==> src/rtl/and_sweep_ctrl.sv <==
// Exhaustive 2-input sweep controller for an external AND datapath: drives each {a,b}, waits, checks f.
// Optional macro AND_SWEEP_FAILCNT_EN adds a saturating fail_count[2:0] output.
module and_sweep_ctrl #(
  parameter int unsigned SETTLE_CYCLES = 20,
  parameter int unsigned CNT_W         = 8
) (
  input  logic       clk,
  input  logic       rst,
  input  logic       start,
  input  logic       abort,
  output logic       a,
  output logic       b,
  input  logic       f,
  output logic       busy,
  output logic       done,
  output logic       pass,
  output logic [3:0] err_vec
`ifdef AND_SWEEP_FAILCNT_EN
  ,
  output logic [2:0] fail_count
`endif
);

  typedef enum logic [2:0] {
    IDLE,
    DRIVE,
    SETTLE,
    CHECK,
    DONE
  } state_e;

  localparam logic [CNT_W-1:0] CNT_LAST = CNT_W'(SETTLE_CYCLES - 1);

  state_e           state_q, state_d;
  logic [1:0]       idx_q, idx_d;
  logic [CNT_W-1:0] cnt_q, cnt_d;
  logic             a_q, a_d, b_q, b_d;
  logic             busy_q, busy_d;
  logic             done_q, done_d;
  logic             pass_q, pass_d;
  logic [3:0]       err_q, err_d;
  logic [2:0]       fc_q, fc_d;
  logic             mismatch;

  assign mismatch = f != (a_q & b_q);

  always_comb begin
    // NOTE: every _d gets a default first so no path leaves it unassigned (no latches).
    state_d = state_q;
    idx_d   = idx_q;
    cnt_d   = cnt_q;
    pass_d  = pass_q;
    err_d   = err_q;
    fc_d    = fc_q;

    case (state_q)
      IDLE: begin
        if (start && !abort) begin
          state_d = DRIVE;
          idx_d   = 2'd0;
          err_d   = 4'b0000;
          pass_d  = 1'b0;
          fc_d    = 3'd0;
        end
      end
      DRIVE: begin
        cnt_d   = '0;
        state_d = SETTLE;
      end
      SETTLE: begin
        cnt_d = cnt_q + CNT_W'(1);
        if (cnt_q == CNT_LAST) state_d = CHECK;
      end
      CHECK: begin
        if (mismatch) begin
          err_d[idx_q] = 1'b1;
          if (fc_q != 3'd4) fc_d = fc_q + 3'd1;
        end
        if (idx_q == 2'd3) begin
          state_d = DONE;
          pass_d  = ~|err_d;
        end else begin
          state_d = DRIVE;
          idx_d   = idx_q + 2'd1;
        end
      end
      DONE:    state_d = IDLE;
      default: state_d = IDLE;
    endcase

    // Abort drops the in-flight check; err_vec keeps only completed vectors.
    if (abort && (state_q inside {DRIVE, SETTLE, CHECK})) begin
      state_d = IDLE;
      pass_d  = 1'b0;
      err_d   = err_q;
      fc_d    = fc_q;
    end

    // Operands follow idx for the whole vector, so they only change on a DRIVE entry.
    {a_d, b_d} = (state_d inside {DRIVE, SETTLE, CHECK}) ? idx_d : 2'b00;
    busy_d     = state_d != IDLE;
    done_d     = state_d == DONE;
  end

  always_ff @(posedge clk) begin
    // NOTE: non-blocking assignments so every flop samples pre-edge values.
    if (rst) begin
      state_q <= IDLE;
      idx_q   <= 2'd0;
      cnt_q   <= '0;
      a_q     <= 1'b0;
      b_q     <= 1'b0;
      busy_q  <= 1'b0;
      done_q  <= 1'b0;
      pass_q  <= 1'b0;
      err_q   <= 4'b0000;
      fc_q    <= 3'd0;
    end else begin
      state_q <= state_d;
      idx_q   <= idx_d;
      cnt_q   <= cnt_d;
      a_q     <= a_d;
      b_q     <= b_d;
      busy_q  <= busy_d;
      done_q  <= done_d;
      pass_q  <= pass_d;
      err_q   <= err_d;
      fc_q    <= fc_d;
    end
  end

  assign a       = a_q;
  assign b       = b_q;
  assign busy    = busy_q;
  assign done    = done_q;
  assign pass    = pass_q;
  assign err_vec = err_q;

`ifdef AND_SWEEP_FAILCNT_EN
  assign fail_count = fc_q;
`else
  logic unused_fc;
  assign unused_fc = ^fc_q;
`endif

endmodule

==> config.mk <==
export PLATFORM = sky130hd
export DESIGN_NAME = and_sweep_ctrl
export DESIGN_NICKNAME = d
export VERILOG_FILES = /design/src/rtl/and_sweep_ctrl.sv
export SDC_FILE = /design/constraint.sdc
export NUM_CORES = 1
export LEC_CHECK = 0
export CAP_MARGIN = 15
export CORE_ASPECT_RATIO = 0.75
export CORE_MARGIN = 3
export CORE_UTILIZATION = 53
export CTS_BUF_LIST = sky130_fd_sc_hd__clkbuf_16
export DETAILED_ROUTE_END_ITERATION = 7
export HOLD_SLACK_MARGIN = 0.05
export PLACE_DENSITY = 0.86
export SETUP_SLACK_MARGIN = 0.3
export SLEW_MARGIN = 20
export SYNTH_ARGS = -nofsm -noshare
export SYNTH_HDL_FRONTEND = slang
export SYNTH_SLANG_ARGS = --single-unit
==> constraint.sdc <==
create_clock -name clk -period 1.9 [get_ports clk]
set_clock_uncertainty 0.05 [all_clocks]
set_input_delay 0.57 -clock clk [delete_from_list [all_inputs] [get_ports clk]]
set_output_delay 0.57 -clock clk [all_outputs]
set_load 0.02 [all_outputs]
---- Word level (Yosys, flattened, before mapping) ----
Index checks and enable logic that the tools add are counted.
cells by class
  $add $sub $neg .......................... 2
  bitwise operators ....................... 4
  $lt $le $gt $ge ......................... 2
  muxes and demuxes ....................... 18
  equality and inequality tests ........... 12
  reduce and logical (&&, ||, !) cells .... 16
operators by type and width
  operator             count
  $pmux 8 s2           1
  $eq 3x2->1 const B   4
  $mux 3               4
  $mux 4               3
  $pmux 3 s4           1
  $reduce_bool 3->1    3
  $add 8x1->8 const B  1
  $eq 8x5->1 const B   1
  $pmux 4 s2           1
  $eq 3x1->1 const B   2
  $reduce_and 3->1     2
  $mux 2               2
  $ne 2x2->1 const B   2
  $or 4x4->4           1
  $pmux 2 s2           1
  $reduce_bool 2->1    2
  $reduce_or 2->1      2
  $reduce_or 4->1      1
  $eq 3x3->1 const B   1
  $logic_and 1x1->1    3
  $logic_not 3->1      1
  $lt 2x3->1 const B   1
  $mux 1               3
  $add 2x1->2 const B  1
  8 further kinds      10
storage, ports and cells
  input port bits ......................... 5
  bits in registers ....................... 22
  output and inout bits ................... 9
  logic and storage cells ................. 63

---- Longest topological paths before layout ----
  depth after elaboration ................. 11
  mapped depth ............................ 5
  depth with buffers taken out ............ 5

---- Least setup slack after synthesis ----
OpenSTA, ideal clock, no wires.
  kind .................................... register to register
  start point ............................. reg cnt_q[0]
  end point ............................... reg busy_q, in the netlist busy
  stages on the path, launching flop included .. 6
  library setup time ...................... 0.082 ns
  buffers on the path ..................... 0
  slack ................................... 0.433 ns
  period minus slack after synthesis ...... 1.467 ns
  data required time ...................... 1.768 ns
  arrival time ............................ 1.334 ns
  cell sequence ........................... dfxtp_1 -> ha_1 -> nor4b_1 -> nand4b_1 -> and3_1 -> o221ai_1
between the ends
  longest elaborated chain between the ends .. 5
RTL lines
  element                   RTL line  RTL
  start: declaration        36        logic [CNT_W-1:0] cnt_q, cnt_d;
  start signal: assignment  121       cnt_q <= cnt_d;
  $eq 8x5->1                72        if (cnt_q == CNT_LAST) state_d = CHECK;
  $mux 3                    72
  $pmux 3 s4                56        case (state_q)
  $mux 3                    92        if (abort && (state_q inside {DRIVE, SETTLE, CHECK})) begin
  $reduce_bool 3->1         101       busy_d = state_d != IDLE;
  end signal: assignment    124       busy_q <= busy_d;
  end: declaration          38        logic busy_q, busy_d;
No other way between the ends.
A chain may end at the register's enable or synchronous reset.

---- Worst setup path in the final report ----
  start point ............................. reg err_q[0], in the netlist err_vec[0]
  end point ............................... out err_vec[0]
RTL lines
  element                   RTL line  RTL
  start: declaration        41        logic [3:0] err_q, err_d;
  start signal: assignment  127       err_q <= err_d;
  end: declaration          17        output logic [3:0] err_vec
No word-level cell between the ends.

==> results.toml <==
[outcome]
status = "finished clean"

[synth]
synth_top_family_by_area = "simple AND/OR/NAND/NOR gates"
synthCells = 120
synthSimpleGateAreaFrac = 0.295
seq_area_frac_synth = 0.406
synthAdderAreaFrac = 0.0115
synthFlopType = "dfxtp_1"
ys_warn_count = 0
postSynth.asyncResetShare = 0
synth.area.top_cells = "dfxtp_1, a21oi_1, nor2_1, o211ai_1, nand4bb_4"
syn-num-nets = 126
syn_area_mm2 = 0.00109
synthMuxAreaShare = 0
synth.distinct_cells = 45
syn_avg_cell_area_um2 = 9.05
synthXorXnorAreaFrac = 0.00806
synth_edf_count = 0
synth_top_area_frac = 0.406
ys_ff_latch = 22
synth_area_leader_cell = "dfxtp_1"
synth_compound_area_frac = 0.227

[sta]
setup_viol = 0
tns_ns = 0
period_minus_slack_ns = 1.58
max_freq_mhz = 634
rsz0062_at_grt = "yes"
period_share = 0.830
slew_violations = 0
tightest_slew_ns = 0.401
hold_viol_final = 0
slew-limit-headroom = 0.731

[placement]
place_inst = 156
gp_congestion = 0.838
place_hpwl_um = 1810
postPlaceCellArea_mm2 = 0.00126
port_buffers = 13

[clock_network]
root_buffer = "clkbuf_16"
path_clk_slew_ns = 0.06
cts_tree = "built"
clockBufferDepth = 2
cts_made_buffers = 3
clock_sinks = 22
clkLatencyLatePin_ns = 0.25
cts_htree_levels = 1

[setup_path]
cp.arrival_ns = 0.96
worstReg2RegEnd = "cnt_q[7]"
r2r_start = "state_q[0]"
slowest_delay_ns = 0.36
worstRegToRegCells = 3
critPathTopFamily = "buffers and inverters"
cp.depth = 1
worst-path-max-fanout = 3
path_class = "reg -> out"
crit_chain = "dlygate4sd2_1"
crit_buf_inv = 1
r2r_setup_slack_ns = 0.41
crit_required_ns = 1.28
cp-start-kind = "flop"
cpMaxStageDelayCell = "dlygate4sd2_1"
cp-end-kind = "output port"

[route]
drc = 0
wl_per_cell_um = 17.6
post_drt_via_cell_ratio = 6.46
num_vias = 1047
drtPass1Iterations = 4
drt-initial-drc-count = 39
wirelength_um = 2850
drtAntennaViolNets = 0

[run]
drv_cap = 0

[die]
std_cell_rows = 13
die_y_um = 45.2
core-area_mm2 = 0.00184
die_area_mm2 = 0.00263
fp.dieW_um = 58.3
ios = 14
start_util = 0.591

[hold_path]
holdPathStages = 1
hold_class = "reg -> reg"
hold_start = "err_vec[3]"
holdPathEnd = "err_vec[3]"

[global_route]
grt_pass1_wl_um = 4730
grt_pass1_vias = 1009
grtUsageTotal = 0.238
antenna_found_initial = 0
grt_max_degree = 17
overflow = 0

[layout]
insertedDiodeCount = 0
fin_area_mm2 = 0.00142
fin_util = 0.773
drive_gt1_frac = 0.264
nets = 147
stdcell_count = 162
area_growth_pct = 30.8

[power]
power_mw = 0.981
ir_drop_mv = 0.788
power.leakage_nw = 0.547
p_per_area_mw_per_mm2 = 691
==> timing repair <==
item | in CTS | in global routing
hold endpoints to repair | 0 | 0
buffers inserted | 2 | 0
pin swaps | 5 | 8
setup endpoints to repair | 23 | 13
resized for setup | 27 | 12
hold buffers | 0 | 0
==> flip-flops by register name (all words and copies together) (netlist names) <==
name and cells:
a 1, b 1, busy 1, cnt_q 8
done 1, err_vec 4, idx_q 2, pass 1
state_q 3
==> power breakdown <==
| group | switching, mW | leakage [nW] | total (mW) | internal, mW |
|---|---|---|---|---|
| registers | 0.00830 | 0.180 | 0.473 | 0.465 |
| clock network | 0.158 | 0.0385 | 0.438 | 0.281 |
| logic | 0.0359 | 0.329 | 0.0698 | 0.0339 |
| total | 0.202 | 0.547 | 0.981 | 0.779 |
==> per-layer routing <==
layer / track usage / share of wire / vias up
met3: 0.0714 / 0.068 / 8
met4: 0.0926 / 0.027 / 0
met5: 0 / 0 / -
met1: 0.295 / 0.46 / 510
li1: - / - / 490
met2: 0.390 / 0.45 / 39
==> through the flow <==
step	hold slack [ns]	setup WS [ns]
floorplan	0.425	0.433
global placement	0.420	-0.106
detailed placement	0.432	-0.141
CTS	0.431	0.250
global route	0.446	0.284
finish	0.442	0.322
==> layout by cell type (no fill, tap or decap), types with 2 or more instances in the layout <==
cell type and instances:
nand4_1 3, or4_1 3, nand2b_1 4, and2_1 3, o21a_1 3, o311ai_0 2, and3b_2 2, nand2_1 4
dfxtp_2 4, dlygate4sd2_1 11, nor2_1 8, clkbuf_16 3, inv_1 4, a211oi_2 2, nand3_1 2, nor3b_2 2
o21ai_0 4, nand3b_1 3, o211ai_1 4, buf_4 10, a21oi_1 11, dfxtp_1 17
==> worst max-delay path by stage <==
stage               start  slack (ns)    endpoint
5_1_grt             abort        0.28  err_vec[1]
3_5_place_dp            f       -0.14  err_vec[0]
3_3_place_gp            f       -0.11  err_vec[1]
2_1_floorplan    cnt_q[0]        0.43        busy
4_1_cts        state_q[1]        0.25  err_vec[2]
6_report       err_vec[0]        0.32  err_vec[0]
==> layout make-up <==
type / instances / area (um^2)
multi-input combinational: 87 / 663
clock inverter: 1 / 3.75
clock buffer: 3 / 75.1
fill: 114 / 418
timing repair buffer: 23 / 186
inverter: 4 / 15.0
sequential: 22 / 449
tap: 22 / 27.5
==> cell usage after synthesis, types with 2 or more instances <==
library cell and n:
a211oi_2 2, a21oi_1 12, and2_1 3, buf_4 2
clkbuf_1 3, dfxtp_1 22, inv_1 4, nand2_1 5
nand2b_1 4, nand3_1 2, nand3b_1 3, nand4_1 3
nor2_1 9, nor3b_1 3, nor4b_1 2, o211ai_1 4
o21a_1 3, o21ai_0 4, o311ai_0 2, or4_1 3
==> logic make-up (layout without fill, tap and decap cells) <==
logic type	after synthesis	after routing
simple gates	49	49
compound gates	36	36
flops	22	22
buf+inv	11	31
fa+ha+maj	1	1
xor+xnor	1	1
No activity file was read; power rests on OpenSTA's default activity.
